## config.mk

```make
export PLATFORM = sky130hd
export DESIGN_NAME = stream_cipher_flat
export DESIGN_NICKNAME = d
export VERILOG_FILES = /design/src/rtl/stream_cipher_pkg.sv /design/src/rtl/stream_cipher_if.sv /design/src/rtl/stream_cipher_key_table.sv /design/src/rtl/stream_cipher.sv /design/src/flat_wrapper.sv
export SDC_FILE = /design/constraint.sdc
export NUM_CORES = 1
export LEC_CHECK = 0
export BUFFER_PORTS_ARGS = -buffer_cell sky130_fd_sc_hd__buf_2
export CORE_MARGIN = 1.5
export CORE_UTILIZATION = 34
export DETAILED_ROUTE_END_ITERATION = 10
export GPL_TIMING_DRIVEN = 0
export PLACE_DENSITY = 0.55
export SETUP_SLACK_MARGIN = 0.1
export SYNTH_ARGS = -nofsm -noshare
export SYNTH_HDL_FRONTEND = slang
export SYNTH_SLANG_ARGS = --single-unit
```

## constraint.sdc

```tcl
create_clock -name Clk -period 1.6 [get_ports Clk]
set_input_delay 0.32 -clock Clk [delete_from_list [all_inputs] [get_ports Clk]]
set_output_delay 0.32 -clock Clk [all_outputs]
set_load 0.03 [all_outputs]
```

## src/rtl/stream_cipher_pkg.sv

```systemverilog
// Shared types and default widths for the stream cipher datapath.
package cipher_pkg;

    localparam int DEF_DATA_W    = 8;
    localparam int DEF_KEY_DEPTH = 8;
    localparam int DEF_LEN_W     = 8;

    typedef enum logic [1:0] {
        MODE_XOR       = 2'd0,
        MODE_CHAIN_ENC = 2'd1,
        MODE_CHAIN_DEC = 2'd2,
        MODE_RSVD      = 2'd3
    } mode_e;

    typedef enum logic [1:0] {
        IDLE  = 2'd0,
        RUN   = 2'd1,
        FLUSH = 2'd2
    } state_e;

endpackage

```

## src/rtl/stream_cipher_if.sv

```systemverilog
// Packet, key-programming and data handshake signals of the stream cipher.
interface stream_cipher_if
    import cipher_pkg::*;
#(
    parameter int DATA_W    = DEF_DATA_W,
    parameter int KEY_DEPTH = DEF_KEY_DEPTH,
    parameter int LEN_W     = DEF_LEN_W
);
    localparam int IDX_W = $clog2(KEY_DEPTH);

    logic              KeyWe;
    logic [IDX_W-1:0]  KeyAddr;
    logic [DATA_W-1:0] KeyIn;
    logic [IDX_W:0]    NumKeys;
    logic [1:0]        Mode;
    logic [DATA_W-1:0] IV;
    logic [7:0]        ID;
    logic              Start;
    logic [LEN_W-1:0]  SizeOfData;
    logic [DATA_W-1:0] DataIn;
    logic              InValid;
    logic              InReady;
    logic [DATA_W-1:0] DataOut;
    logic              OutValid;
    logic              OutReady;
    logic [7:0]        OutID;
    logic              Busy;
    logic              Done;

    modport master (
        output KeyWe, KeyAddr, KeyIn, NumKeys, Mode, IV, ID, Start, SizeOfData,
               DataIn, InValid, OutReady,
        input  InReady, DataOut, OutValid, OutID, Busy, Done
    );

    modport slave (
        input  KeyWe, KeyAddr, KeyIn, NumKeys, Mode, IV, ID, Start, SizeOfData,
               DataIn, InValid, OutReady,
        output InReady, DataOut, OutValid, OutID, Busy, Done
    );

endinterface

```

## src/rtl/stream_cipher_key_table.sv

```systemverilog
// Key register file: one write port, one combinational read port.
module key_table #(
    parameter int DATA_W    = 8,
    parameter int KEY_DEPTH = 8,
    parameter int IDX_W     = $clog2(KEY_DEPTH)
) (
    input  logic              Clk,
    input  logic              we_i,
    input  logic [IDX_W-1:0]  waddr_i,
    input  logic [DATA_W-1:0] wdata_i,
    input  logic [IDX_W-1:0]  raddr_i,
    output logic [DATA_W-1:0] rdata_o
);

    // Contents survive reset so keys need not be reprogrammed after a reset.
    logic [DATA_W-1:0] mem_q [KEY_DEPTH];

    always_ff @(posedge Clk) begin
        if (we_i) mem_q[waddr_i] <= wdata_i;
    end

    assign rdata_o = mem_q[raddr_i];

endmodule

```

## src/rtl/stream_cipher.sv

```systemverilog
// Packet-level XOR stream cipher with cycling key table and optional
// ciphertext chaining; one registered output stage with ready/valid.
module stream_cipher
    import cipher_pkg::*;
#(
    parameter int DATA_W    = DEF_DATA_W,
    parameter int KEY_DEPTH = DEF_KEY_DEPTH,
    parameter int LEN_W     = DEF_LEN_W
) (
    input logic            Clk,
    input logic            Reset_n,
    stream_cipher_if.slave bus
);

    localparam int IDX_W = $clog2(KEY_DEPTH);
    localparam int NK_W  = IDX_W + 1;

    state_e            state_q, state_d;
    mode_e             mode_q;
    logic [DATA_W-1:0] chain_q, out_q, key, result;
    logic [7:0]        id_q;
    logic [IDX_W-1:0]  idx_q, last_idx_q;
    logic [LEN_W-1:0]  cnt_q, size_q;
    logic              vld_q, busy_q, busy_d, done_q, done_d;
    logic              start_ok, xfer, out_pop, last_word, chained;
    logic [NK_W-1:0]   nk_eff;

    key_table #(.DATA_W(DATA_W), .KEY_DEPTH(KEY_DEPTH)) u_keys (
        .Clk     (Clk),
        .we_i    (bus.KeyWe && !busy_q),
        .waddr_i (bus.KeyAddr),
        .wdata_i (bus.KeyIn),
        .raddr_i (idx_q),
        .rdata_o (key)
    );

    // Busy is still high in the Done cycle, which blocks a Start there.
    assign start_ok  = bus.Start && (state_q == IDLE) && !busy_q;
    assign xfer      = bus.InValid && bus.InReady;
    assign out_pop   = vld_q && bus.OutReady;
    assign last_word = (cnt_q == size_q - LEN_W'(1));
    assign chained   = (mode_q == MODE_CHAIN_ENC) || (mode_q == MODE_CHAIN_DEC);
    assign result    = bus.DataIn ^ key ^ (chained ? chain_q : '0);
    assign nk_eff    = (bus.NumKeys == '0 || bus.NumKeys > NK_W'(KEY_DEPTH))
                       ? NK_W'(KEY_DEPTH) : bus.NumKeys;

    assign bus.InReady  = (state_q == RUN) && (!vld_q || bus.OutReady);
    assign bus.DataOut  = out_q;
    assign bus.OutValid = vld_q;
    assign bus.OutID    = id_q;
    assign bus.Busy     = busy_q;
    assign bus.Done     = done_q;

    always_comb begin
        state_d = state_q;
        done_d  = 1'b0;
        case (state_q)
            IDLE: begin
                if (start_ok) begin
                    if (bus.SizeOfData != '0) state_d = RUN;
                    else                      done_d  = 1'b1;
                end
            end
            RUN:   if (xfer && last_word) state_d = FLUSH;
            FLUSH: begin
                if (out_pop) begin
                    state_d = IDLE;
                    done_d  = 1'b1;
                end
            end
            default: state_d = IDLE;
        endcase
    end

    assign busy_d = (state_d != IDLE) || (state_q == FLUSH && out_pop);

    always_ff @(posedge Clk or negedge Reset_n) begin
        if (!Reset_n) begin
            state_q    <= IDLE;
            mode_q     <= MODE_XOR;
            chain_q    <= '0;
            out_q      <= '0;
            vld_q      <= 1'b0;
            id_q       <= '0;
            idx_q      <= '0;
            last_idx_q <= '0;
            cnt_q      <= '0;
            size_q     <= '0;
            busy_q     <= 1'b0;
            done_q     <= 1'b0;
        end else begin
            state_q <= state_d;
            busy_q  <= busy_d;
            done_q  <= done_d;
            if (start_ok) begin
                mode_q     <= (mode_e'(bus.Mode) == MODE_RSVD) ? MODE_XOR : mode_e'(bus.Mode);
                chain_q    <= bus.IV;
                id_q       <= bus.ID;
                size_q     <= bus.SizeOfData;
                last_idx_q <= IDX_W'(nk_eff - NK_W'(1));
                idx_q      <= '0;
                cnt_q      <= '0;
            end
            if (xfer) begin
                out_q <= result;
                idx_q <= (idx_q == last_idx_q) ? '0 : idx_q + IDX_W'(1);
                cnt_q <= cnt_q + LEN_W'(1);
                // Encrypt chains on ciphertext out, decrypt on ciphertext in.
                if (mode_q == MODE_CHAIN_ENC) chain_q <= result;
                if (mode_q == MODE_CHAIN_DEC) chain_q <= bus.DataIn;
            end
            if (xfer)              vld_q <= 1'b1;
            else if (bus.OutReady) vld_q <= 1'b0;
        end
    end

endmodule

```

## src/flat_wrapper.sv

```systemverilog
// flat-port wrapper written by rule: the top's interface ports become plain ports
module stream_cipher_flat import cipher_pkg::*;
#(
    parameter int DATA_W    = DEF_DATA_W,
    parameter int KEY_DEPTH = DEF_KEY_DEPTH,
    parameter int LEN_W     = DEF_LEN_W
)
  (Clk, Reset_n, bus_KeyWe, bus_KeyAddr, bus_KeyIn, bus_NumKeys, bus_Mode, bus_IV, bus_ID, bus_Start, bus_SizeOfData, bus_DataIn, bus_InValid, bus_OutReady, bus_InReady, bus_DataOut, bus_OutValid, bus_OutID, bus_Busy, bus_Done);
  stream_cipher_if #(.DATA_W(DATA_W), .KEY_DEPTH(KEY_DEPTH), .LEN_W(LEN_W)) bus_i ();
  input logic Clk;
  input logic Reset_n;
  input wire logic [$bits(bus_i.KeyWe)-1:0] bus_KeyWe;
  input wire logic [$bits(bus_i.KeyAddr)-1:0] bus_KeyAddr;
  input wire logic [$bits(bus_i.KeyIn)-1:0] bus_KeyIn;
  input wire logic [$bits(bus_i.NumKeys)-1:0] bus_NumKeys;
  input wire logic [$bits(bus_i.Mode)-1:0] bus_Mode;
  input wire logic [$bits(bus_i.IV)-1:0] bus_IV;
  input wire logic [$bits(bus_i.ID)-1:0] bus_ID;
  input wire logic [$bits(bus_i.Start)-1:0] bus_Start;
  input wire logic [$bits(bus_i.SizeOfData)-1:0] bus_SizeOfData;
  input wire logic [$bits(bus_i.DataIn)-1:0] bus_DataIn;
  input wire logic [$bits(bus_i.InValid)-1:0] bus_InValid;
  input wire logic [$bits(bus_i.OutReady)-1:0] bus_OutReady;
  output wire logic [$bits(bus_i.InReady)-1:0] bus_InReady;
  output wire logic [$bits(bus_i.DataOut)-1:0] bus_DataOut;
  output wire logic [$bits(bus_i.OutValid)-1:0] bus_OutValid;
  output wire logic [$bits(bus_i.OutID)-1:0] bus_OutID;
  output wire logic [$bits(bus_i.Busy)-1:0] bus_Busy;
  output wire logic [$bits(bus_i.Done)-1:0] bus_Done;
  assign bus_i.KeyWe = bus_KeyWe;
  assign bus_i.KeyAddr = bus_KeyAddr;
  assign bus_i.KeyIn = bus_KeyIn;
  assign bus_i.NumKeys = bus_NumKeys;
  assign bus_i.Mode = bus_Mode;
  assign bus_i.IV = bus_IV;
  assign bus_i.ID = bus_ID;
  assign bus_i.Start = bus_Start;
  assign bus_i.SizeOfData = bus_SizeOfData;
  assign bus_i.DataIn = bus_DataIn;
  assign bus_i.InValid = bus_InValid;
  assign bus_i.OutReady = bus_OutReady;
  assign bus_InReady = bus_i.InReady;
  assign bus_DataOut = bus_i.DataOut;
  assign bus_OutValid = bus_i.OutValid;
  assign bus_OutID = bus_i.OutID;
  assign bus_Busy = bus_i.Busy;
  assign bus_Done = bus_i.Done;
  stream_cipher #(.DATA_W(DATA_W), .KEY_DEPTH(KEY_DEPTH), .LEN_W(LEN_W)) u_core (.Clk(Clk), .Reset_n(Reset_n), .bus(bus_i));
endmodule
```

==> results of run 1 <==
==> cell type report <==
| cell class | count | area [um^2] | share of cell area [%] |
|---|---|---|---|
| clock inverters | 15 | 170 | 2.17 |
| plain buffers | 19 | 243 | 3.10 |
| flip-flops and latches | 117 | 3260 | 41.6 |
| multi-input cells | 301 | 2520 | 32.1 |
| clock buffers | 17 | 425 | 5.43 |
| repair buffers | 122 | 940 | 12.0 |
| inverters | 4 | 15.0 | 0.192 |
| well taps | 211 | 264 | 3.37 |
==> cells in the final DEF, fill, tap and decap left out, types with 7 or more instances in the layout <==
| master | instances |
|---|---|
| buf_8 | 8 |
| nand2_4 | 13 |
| dfrtp_2 | 9 |
| mux2_2 | 12 |
| nand2_1 | 54 |
| edfxtp_1 | 64 |
| xnor2_1 | 22 |
| clkbuf_16 | 18 |
| mux2i_1 | 15 |
| o21ai_1 | 23 |
| buf_4 | 27 |
| buf_12 | 11 |
| nand2_2 | 32 |
| nand2b_1 | 13 |
| buf_6 | 16 |
| dfrtp_1 | 44 |
| a32oi_1 | 9 |
| buf_2 | 74 |
| a221oi_2 | 7 |
==> critical path: cells and delay by family, from the launching register on <==
family / cells / cell delay [ns]
XOR/XNOR: 1 / 0.20
flip-flops: 1 / 0.40
multiplexers: 1 / 0.15
AO/OA/AOI/OAI: 2 / 0.48
buffers and inverters: 3 / 0.42
==> Yosys cell counts, types with 2 or more instances <==
cell type | n | share of area, %
or4_1 | 2 | 0.28
nand3b_1 | 6 | 0.84
a21o_1 | 2 | 0.28
o31ai_1 | 3 | 0.42
nand2b_1 | 14 | 1.6
edfxtp_1 | 64 | 36
inv_1 | 4 | 0.28
o21ai_1 | 11 | 1.0
buf_6 | 3 | 0.63
dfrtp_1 | 53 | 25
nor4_1 | 2 | 0.23
a32oi_1 | 9 | 1.5
ha_1 | 6 | 1.4
xnor2_1 | 24 | 3.9
buf_2 | 9 | 0.84
nand2_1 | 99 | 6.9
o211ai_1 | 2 | 0.28
a221oi_2 | 8 | 2.2
nor3_1 | 7 | 0.65
nand3_1 | 6 | 0.56
nor2_1 | 9 | 0.63
buf_1 | 2 | 0.14
o21ai_0 | 19 | 1.8
mux2_2 | 16 | 3.4
o22ai_1 | 9 | 1.0
mux2i_1 | 18 | 3.4
xor2_1 | 7 | 1.1
nor2b_1 | 2 | 0.23
clkbuf_1 | 3 | 0.21
==> flip-flops by register name, indices dropped and copies added, names as in the netlist, 2 cells and up <==
signal	flops
u_core.last_idx_q	3
u_core.chain_q	8
u_core.cnt_q	8
u_core.state_q	2
u_core.bus.OutID	8
u_core.size_q	8
u_core.bus.DataOut	8
u_core.u_keys.mem_q	64
u_core.idx_q	3
u_core.mode_q	2
==> cells by family (layout without fill, tap and decap cells) <==
logic type / after synthesis / in the layout / synth area share (%)
xor gates and xnor gates: 31 / 31 / 5.06
AOI/OAI and AO/OA: 70 / 70 / 9.56
DFF: 117 / 117 / 60.5
adders and majority gates: 6 / 6 / 1.40
and+or+nand+nor: 160 / 160 / 14.1
muxes: 34 / 34 / 6.72
buffers and inverters: 23 / 177 / 2.61
==> power groups by stage <==
stage	Clock, mW	Sequential (mW)	Combinational (mW)
4_1_cts	3.88	4.31	5.44
3_3_place_gp	0	4.33	4.34
5_1_grt	4.04	4.44	6.66
2_1_floorplan	0	4.66	2.92
3_5_place_dp	0	4.36	4.40
6_report	3.82	4.36	6.17
==> stage by stage <==
stage / setup TNS [ns] / utilization, % / worst slack [ns] / std cells / area (um^2)
floorplan: -0.897 / - / -0.0808 / 441 / 5490
global placement: -26.20 / 40.0 / -0.451 / 726 / 6120
detailed placement: -27.18 / 40.0 / -0.478 / 726 / 6120
CTS: -2.97 / 48.4 / -0.138 / 792 / 7410
global route: -5.58 / 51.2 / -0.231 / 806 / 7830
finish: -3.08 / 51.2 / -0.171 / 806 / 7830
==> how the worst max path moves through the flow <==
stage                       endpoint  slack [ns]  cells after the start
2_1_floorplan      u_core.chain_q[4]       -0.08                      7
3_3_place_gp        u_core.mode_q[1]       -0.45                      4
3_5_place_dp        u_core.size_q[0]       -0.48                      4
4_1_cts        u_core.bus.DataOut[2]       -0.14                      7
5_1_grt            u_core.chain_q[1]       -0.23                      7
6_report           u_core.chain_q[2]       -0.17                      7
==> routing by layer <==
metal / GRT usage (%) / wire (um) / part of all wire (%) / up-vias
li1: - / - / - / 1894
met1: 21.0 / 5940 / 43 / 1942
met2: 30.4 / 7290 / 53 / 64
met3: 4.82 / 445 / 3.2 / 8
met4: 5.02 / 171 / 1.2 / 0
met5: 0 / 0 / 0 / -
==> what timing repair did <==
action	in CTS	in global routing
gates cloned	6	1
pin swaps	54	56
endpoints found under the hold margin	0	0
buffers inserted	28	16
gates resized for setup	98	88
setup endpoints to repair	118	60
==> metrics, run 1 <==
post-synthesis sequential area ratio=60.5%; Die Wd=129 um; Synth Flop Type=edfxtp_1; clock tree buffer depth=2; Clock Pin Slew Worst Setup and Hold Paths=0.06 ns; Cell Pwr Density=1830 nW/um^2; Layout Skew=0.00880 ns; critical-path cell list=buf_6, buf_12, buf_8, mux2i_2, a221oi_2, xnor2_1, o21ai_1; Top Ports=75; Fill cells=1384; ant diodes=0; R2R Setup Slk=-0.17 ns; total track usage=17.4%; Initial Util=35.0%; input/output buffers=74; Sw Ratio=36.7%; initial antenna violation count=0; status=finished, violations left; Crit-path slowest cell=dfrtp_1; WHS Path Cells=3; layout cells sized above 1=50.1%; clock root buffer=clkbuf_16; DR iter-0 viols=230; CTS Sinks=117; number of global-route vias before repair=3963; DIE AREA=16500 um^2; worst min path class=in -> reg; R2R depth=7; yosys warns=0; first-pass GRT wire length=21.0 mm; H-tree depth=4; syn nets=502; Reg-to-Reg End=u_core.chain_q[2]; Synth cell types=51; combinational share of power=43.0%; Hold Startpoint=bus_ID[5]; CP max FO=6; worst slew pin tran=1.23 ns; VDD IR max=0.000849 V; Finish-stage setup viols=46; CTS tree=yes; switching power total=5.27 mW; Internal=9.09 mW; pins over their slew limit=0; RR Startpoint=u_core.idx_q[1]; Worst-Skew Late Latency=0.41 ns; RSZ-0062 raised after global routing=yes; clock buffer count from CTS=17; hold endpoint=u_core.bus.OutID[5]; FFs w/ async S/R, synth=45.3%; wire length per cell=17.2 um; critical path data arrival time=2.05 ns; clock network power share=26.6%; drt total wl=13.8 mm; final period utilization=111%; Layout area overhead=46.0%; minimum clock period=1.77 ns; # nets final=643; failing checks=negative setup slack; Die Y=129 um; CP max stage delay=0.40 ns; total iterations of the first detailed-routing run=4; post-synthesis register bit count=117; MaxCap Viol Count=0; Setup WS post-layout=-0.171 ns; Avg Inst Size Synth=12.2 um^2; Slew headroom=18.0%; endpoint type of the worst setup path=register; Post-CTS Hold Fix Bufs=0; Via Count=3908; crit path kind=reg -> reg; core box area=15300 um^2; drc violations=0; row cnt=45; area of the mapped netlist=5370 um^2; Worst Setup SP=u_core.idx_q[1]; final hold vios=0; CP startpoint kind=register; number of flops mapped to enable cells by yosys=64; Reg power frac=30.4%; leakage power=3.18 nW; vias per cell=4.85; Post-DRT Antenna Nets=0; maximum clock frequency=565 MHz; Synth Instances=441; Placer Congestion=0.743; total power=14.4 mW; GRT overflow=0; post-DP HPWL=8.65 mm; Req. time, crit path=1.88 ns; largest net degree at the start of global routing=54; Fin Hold WS=0.108 ns
Power figures use the tool's default switching activity.
==> run 2: changes to the inputs <==
SETUP_SLACK_MARGIN = not set   (was 0.1)
==> run 2 against run 1 <==
The run still ends with negative setup slack left. Fmax rose by 1.7%. Critical endpoint is now u_core.bus.DataOut[6]. Largest power group unchanged. Clock power increased by 5%. First-iteration DRC count rose by 0.87%.
==> metrics, run 2 (same netlist as run 1, synthesis figures left out) <==
status=finished, violations left; failing checks=negative setup slack; endpoint type of the worst setup path=register; Reg-to-Reg End=u_core.bus.DataOut[6]; CP startpoint kind=register; CP max stage delay=0.39 ns (about the same); total track usage=17.4% (about the same); crit path kind=reg -> reg; Hold Startpoint=bus_SizeOfData[7]; Initial Util=35.0% (unchanged); pins over their slew limit=0 (unchanged); commonest non-fill, non-tap cells in the layout=buf_2 (73), edfxtp_1 (64), nand2_1 (54); wire length per cell=17.0 um (-1.3%); Setup TNS Final=-3.10 ns (-0.0180 ns); drt total wl=13.4 mm (-3.3%); CTS tree=yes; clock tree buffer depth=2 (unchanged); Die Wd=129 um (unchanged); minimum clock period=1.74 ns (-0.0294 ns); first-pass GRT wire length=21.2 mm (+0.88%); leakage power=3.15 nW (-0.96%); Die Y=129 um (unchanged); pre-CTS setup slack=-0.535 ns (-0.0572 ns); Placer Congestion=0.785 (+5.7%); vias per cell=4.83 (-0.43%); Clock Pin Slew Worst Setup and Hold Paths=0.06 ns (about the same); VDD IR max=0.00102 V (+20%); R2R Setup Slk=-0.14 ns (+0.03 ns); Cell Pwr Density=1850 nW/um^2 (+1.1%); GRT overflow=0 (unchanged); largest net degree at the start of global routing=54 (unchanged); fin cells=790 (-2.0%); WHS Path Cells=3 (unchanged); # nets final=627 (-2.5%); Req. time, crit path=1.89 ns (about the same); CP max FO=6 (unchanged); Setup WS post-layout=-0.141 ns (+0.0294 ns); initial antenna violation count=0 (unchanged); input/output buffers=74 (unchanged); Layout area overhead=45.2%; Top Ports=75 (unchanged); Finish-stage setup viols=32 (-30%); worst min path class=in -> reg; layout cells sized above 1=49.1% (-1.0 points); critical path data arrival time=2.03 ns (-0.02 ns); MaxCap Viol Count=0 (unchanged); DIE AREA=16500 um^2 (unchanged); H-tree depth=4 (unchanged); row cnt=45 (unchanged); RR Startpoint=u_core.idx_q[1]; number of global-route vias before repair=4000 (+0.93%); R2R depth=8 (+1); Post-DRT Antenna Nets=0 (unchanged); RSZ-0062 raised after global routing=yes; drc violations=0 (unchanged); hold endpoint=u_core.size_q[7]; most common cell after layout, fill and taps aside=buf_2; Layout Skew=0.00624 ns (-0.00256 ns); most frequent CP cell=buf_12; final hold vios=0 (unchanged); critical-path cell list=buf_6, buf_12, buf_12, mux2_4, o22ai_4, a221oi_4, xnor2_2, o21ai_1; post-DP HPWL=8.60 mm (-0.53%); core box area=15300 um^2 (unchanged); CTS Sinks=117 (unchanged); DR iter-0 viols=232 (+0.87%); Via Count=3814 (-2.4%); total iterations of the first detailed-routing run=4 (unchanged); final period utilization=109% (-1.8 points); ant diodes=0 (unchanged); Crit-path slowest cell=dfrtp_1; Worst-Skew Late Latency=0.42 ns (about the same); clock root buffer=clkbuf_16; max reg flops=64 (unchanged); clock buffer count from CTS=17 (unchanged); Slew headroom=53.0% (+35 points); maximum clock frequency=574 MHz (+1.7%); placed insts=726 (unchanged); worst slew pin tran=0.705 ns (-0.526 ns); Most flops, register=u_core.u_keys.mem_q
run 2: changes by cell type in the layout (fill, tap and decap cells not counted), moves of 5 or more:
| cell | previous run | this run |
|---|---|---|
| buf_4 | 27 | 21 |
| nand2_2 | 32 | 37 |
| xnor2_2 | 2 | 7 |
| xnor2_1 | 22 | 17 |
| nand2_4 | 13 | 8 |
| buf_6 | 16 | 6 |
run 2: worst max-delay path by stage:
stage | depth (start not counted) | from | end
after floorplan | 7 | u_core.bus.Busy | u_core.chain_q[4]
after global placement | 4 | u_core.state_q[1] | u_core.mode_q[0]
after detailed placement | 4 | u_core.state_q[1] | u_core.mode_q[1]
after CTS | 7 | u_core.state_q[1] | u_core.chain_q[4]
after global routing | 7 | u_core.idx_q[1] | u_core.bus.DataOut[1]
final | 8 | u_core.idx_q[1] | u_core.bus.DataOut[6]
run 2: critical path, delay by kind of cell, from the launching register on:
kind,cells,cell delay [ns]
AOI/OAI and AO/OA,3,0.41
xor gates and xnor gates,1,0.16
buffers and inverters,3,0.43
DFF,1,0.39
muxes,1,0.20
run 2: area by class of cell:
cell class | count | area [um^2]
Inverter | 4 | 15.0
Multi-Input combinational cell | 301 | 2590
Buffer | 16 | 201
Tap cell | 211 | 264
Sequential cell | 117 | 3260
Timing Repair Buffer | 109 | 837
Clock buffer | 17 | 425
Clock inverter | 15 | 193
Fill cell | 1376 | 7530
run 2: routing by layer:
| metal | track usage, % | wire length [um] | share of wire, % |
|---|---|---|---|
| met1 | 22.3 | 5980 | 45 |
| met2 | 28.2 | 6670 | 50 |
| met3 | 4.82 | 532 | 4.0 |
| met4 | 6.28 | 209 | 1.6 |
| met5 | 0 | 0 | 0 |
run 2: metrics by stage:
stage	area [um^2]	hold WS, ns	total power [mW]	utilization [%]
after floorplan	5390	0.0244	7.42	-
after detailed placement	6020	0.466	8.60	39.3
after CTS	7490	0.0850	14.1	48.9
after global routing	7790	0.0900	15.2	50.9
after global placement	6020	0.456	8.50	39.3
final	7790	0.102	14.4	50.9
run 2: what timing repair did:
item,4_1_cts,5_1_grt
pin swaps,81,34
resized for setup,129,67
buffers inserted,20,7
hold endpoints to repair,0,9
gates cloned,5,3
setup endpoints to repair,109,96
hold buffers,0,1
run 2: power breakdown:
part,switching [mW],internal [mW],total (mW)
combinational,3.23,2.81,6.04
sequential,0.578,3.81,4.39
clock,1.51,2.49,4.00
total,5.31,9.11,14.4
==> run 3: changes to the inputs <==
PLACE_DENSITY = 0.53   (was 0.55)
clock period = 2.2 ns   (was 1.6 ns; I/O delays follow)
==> run 3 against run 2 <==
The run now ends clean. Sequential power decreased by 29%. Combinational power shrank 49%. Worst hold slack got worse by 0.040 ns.
==> metrics, run 3 (same netlist as run 1, synthesis figures left out) <==
CP max FO=9 (+3); Slew headroom=12.4% (-41 points); DIE AREA=16500 um^2 (unchanged); row cnt=45 (unchanged); Layout area overhead=24.4%; DR iter-0 viols=283 (+22%); H-tree depth=4 (unchanged); total track usage=16.3% (-1.0 points); Util after Layout=43.6% (-7.3 points); wire length per cell=16.4 um (-3.2%); RSZ-0062 raised after global routing=no; total iterations of the first detailed-routing run=6 (+2); Crit-path slowest cell=nor3_1; Die Wd=129 um (unchanged); Clock Pin Slew Worst Setup and Hold Paths=0.05 ns (about the same); final hold vios=0 (unchanged); core box area=15300 um^2 (unchanged); drt total wl=12.5 mm (-6.7%); Worst-Skew Late Latency=0.42 ns (about the same); CP max stage delay=1.10 ns (+0.71 ns); Critical Path Stages=1 (-7); layout cells sized above 1=28.2% (-21 points); CTS Sinks=117 (unchanged); Cell Pwr Density=1380 nW/um^2 (-26%); Post-DRT Antenna Nets=0 (unchanged); clock tree buffer depth=2 (unchanged); MaxCap Viol Count=0 (unchanged); R2R depth=1 (-7); Layout Skew=0.00892 ns (+0.00268 ns); number of global-route vias before repair=3779 (-5.5%); endpoint type of the worst setup path=register; Post-CTS Hold Fix Bufs=0 (unchanged); most common cell after layout, fill and taps aside=nand2_1; input/output buffers=74 (unchanged); Initial Util=35.0% (unchanged); status=complete, no violations; CTS tree=yes; critical path data arrival time=2.07 ns (+0.04 ns); final period utilization=92.5% (-16 points); vias per cell=4.88 (+1.1%); maximum clock frequency=491 MHz (-14%); Placer Congestion=0.767 (-2.3%); Crit path max-delay family=simple AND/OR/NAND/NOR gates; clock buffer count from CTS=17 (unchanged); minimum clock period=2.04 ns (+0.294 ns); post-DP HPWL=8.77 mm (+1.9%); Req. time, crit path=2.23 ns (+0.34 ns); Final Cell Area=6680 um^2 (-14%); # nets final=597 (-4.8%); Setup WS post-layout=0.165 ns (+0.306 ns); pins over their slew limit=0 (unchanged); buffers and inverters on the worst path=0 (-3); clock root buffer=clkbuf_16; max reg flops=64 (unchanged); commonest non-fill, non-tap cells in the layout=nand2_1 (99), buf_2 (83), edfxtp_1 (64); Top Ports=75 (unchanged); drc violations=0 (unchanged); CP startpoint kind=register; Via Count=3716 (-2.6%); crit path kind=reg -> reg; Finish-stage setup viols=0 (-100%); worst min path class=in -> async; setup bufs post-CTS=0 (-100%); VDD IR max=0.000857 V (-16%); Setup TNS Final=0 ns (+3.10 ns); pre-CTS setup slack=-0.211 ns (+0.325 ns); worst slew pin tran=1.30 ns (+0.599 ns); placed instance area=6020 um^2 (about the same); critical-path cell list=nor3_1; Die Y=129 um (unchanged); GRT overflow=0 (unchanged); first-pass GRT wire length=20.0 mm (-5.8%); initial antenna violation count=0 (unchanged); largest net degree at the start of global routing=54 (unchanged); leakage power=2.71 nW (-14%); Most flops, register=u_core.u_keys.mem_q
## run 3: cell types whose count changed in the layout (fill, tap and decap cells not counted), moves of 8 or more
cell and change:
nand2_1 +45, dfrtp_1 +8, nand2_2 -37, dfrtp_2 -8, o22ai_1 +8, o21ai_0 +16
nand2_4 -8, o21ai_1 -12, buf_12 -8, buf_4 -18, buf_2 +10
## run 3: final cells by class
cell class	count	area (um^2)
Antenna cell	1	2.50
Clock buffer	18	439
Fill cell	1480	8640
Clock inverter	14	199
Timing Repair Buffer	76	385
Buffer	19	125
Sequential cell	117	3250
Multi-Input combinational cell	301	2000
Inverter	4	15.0
Tap cell	211	264
## run 3: final timing paths
path / startpoint / end / slack, ns
max: u_core.bus.Busy / u_core.u_keys.mem_q[6][0] / 0.16
min: Reset_n / u_core.bus.DataOut[5] / 0.06
max reg2reg: u_core.bus.Busy / u_core.u_keys.mem_q[6][0] / 0.16
min reg2reg: u_core.bus.OutID[3] / u_core.bus.OutID[3] / 0.47
max in group asynchronous: Reset_n / u_core.cnt_q[1] / 1.66
min in group Clk: bus_ID[5] / u_core.bus.OutID[5] / 0.21
## run 3: repair_timing
action | 4_1_cts | 5_1_grt
endpoints found under the hold margin | 0 | 0
resized for setup | 2 | 0
endpoints found under the setup margin | 9 | 0
## run 3: power breakdown
part / internal, mW / switching, mW
Sequential: 2.76 / 0.370
Combinational: 1.25 / 1.82
Clock: 1.94 / 1.04
Total: 5.95 / 3.24
## run 3: through the flow
stage,power [mW],instances,hold WS (ns)
after CTS,9.27,760,0.192
after floorplan,5.37,441,0.144
after global routing,9.71,760,0.118
after detailed placement,6.25,728,0.458
after global placement,6.17,726,0.455
final,9.18,761,0.0619
## run 3: metal layers
| metal | up-vias | GRT usage, % | wire, um |
|---|---|---|---|
| met2 | 88 | 26.1 | 6030 |
| met1 | 1815 | 21.1 | 5740 |
| met4 | 0 | 6.35 | 184 |
| met3 | 15 | 4.62 | 535 |
| met5 | - | 0 | 0 |
| li1 | 1798 | - | - |
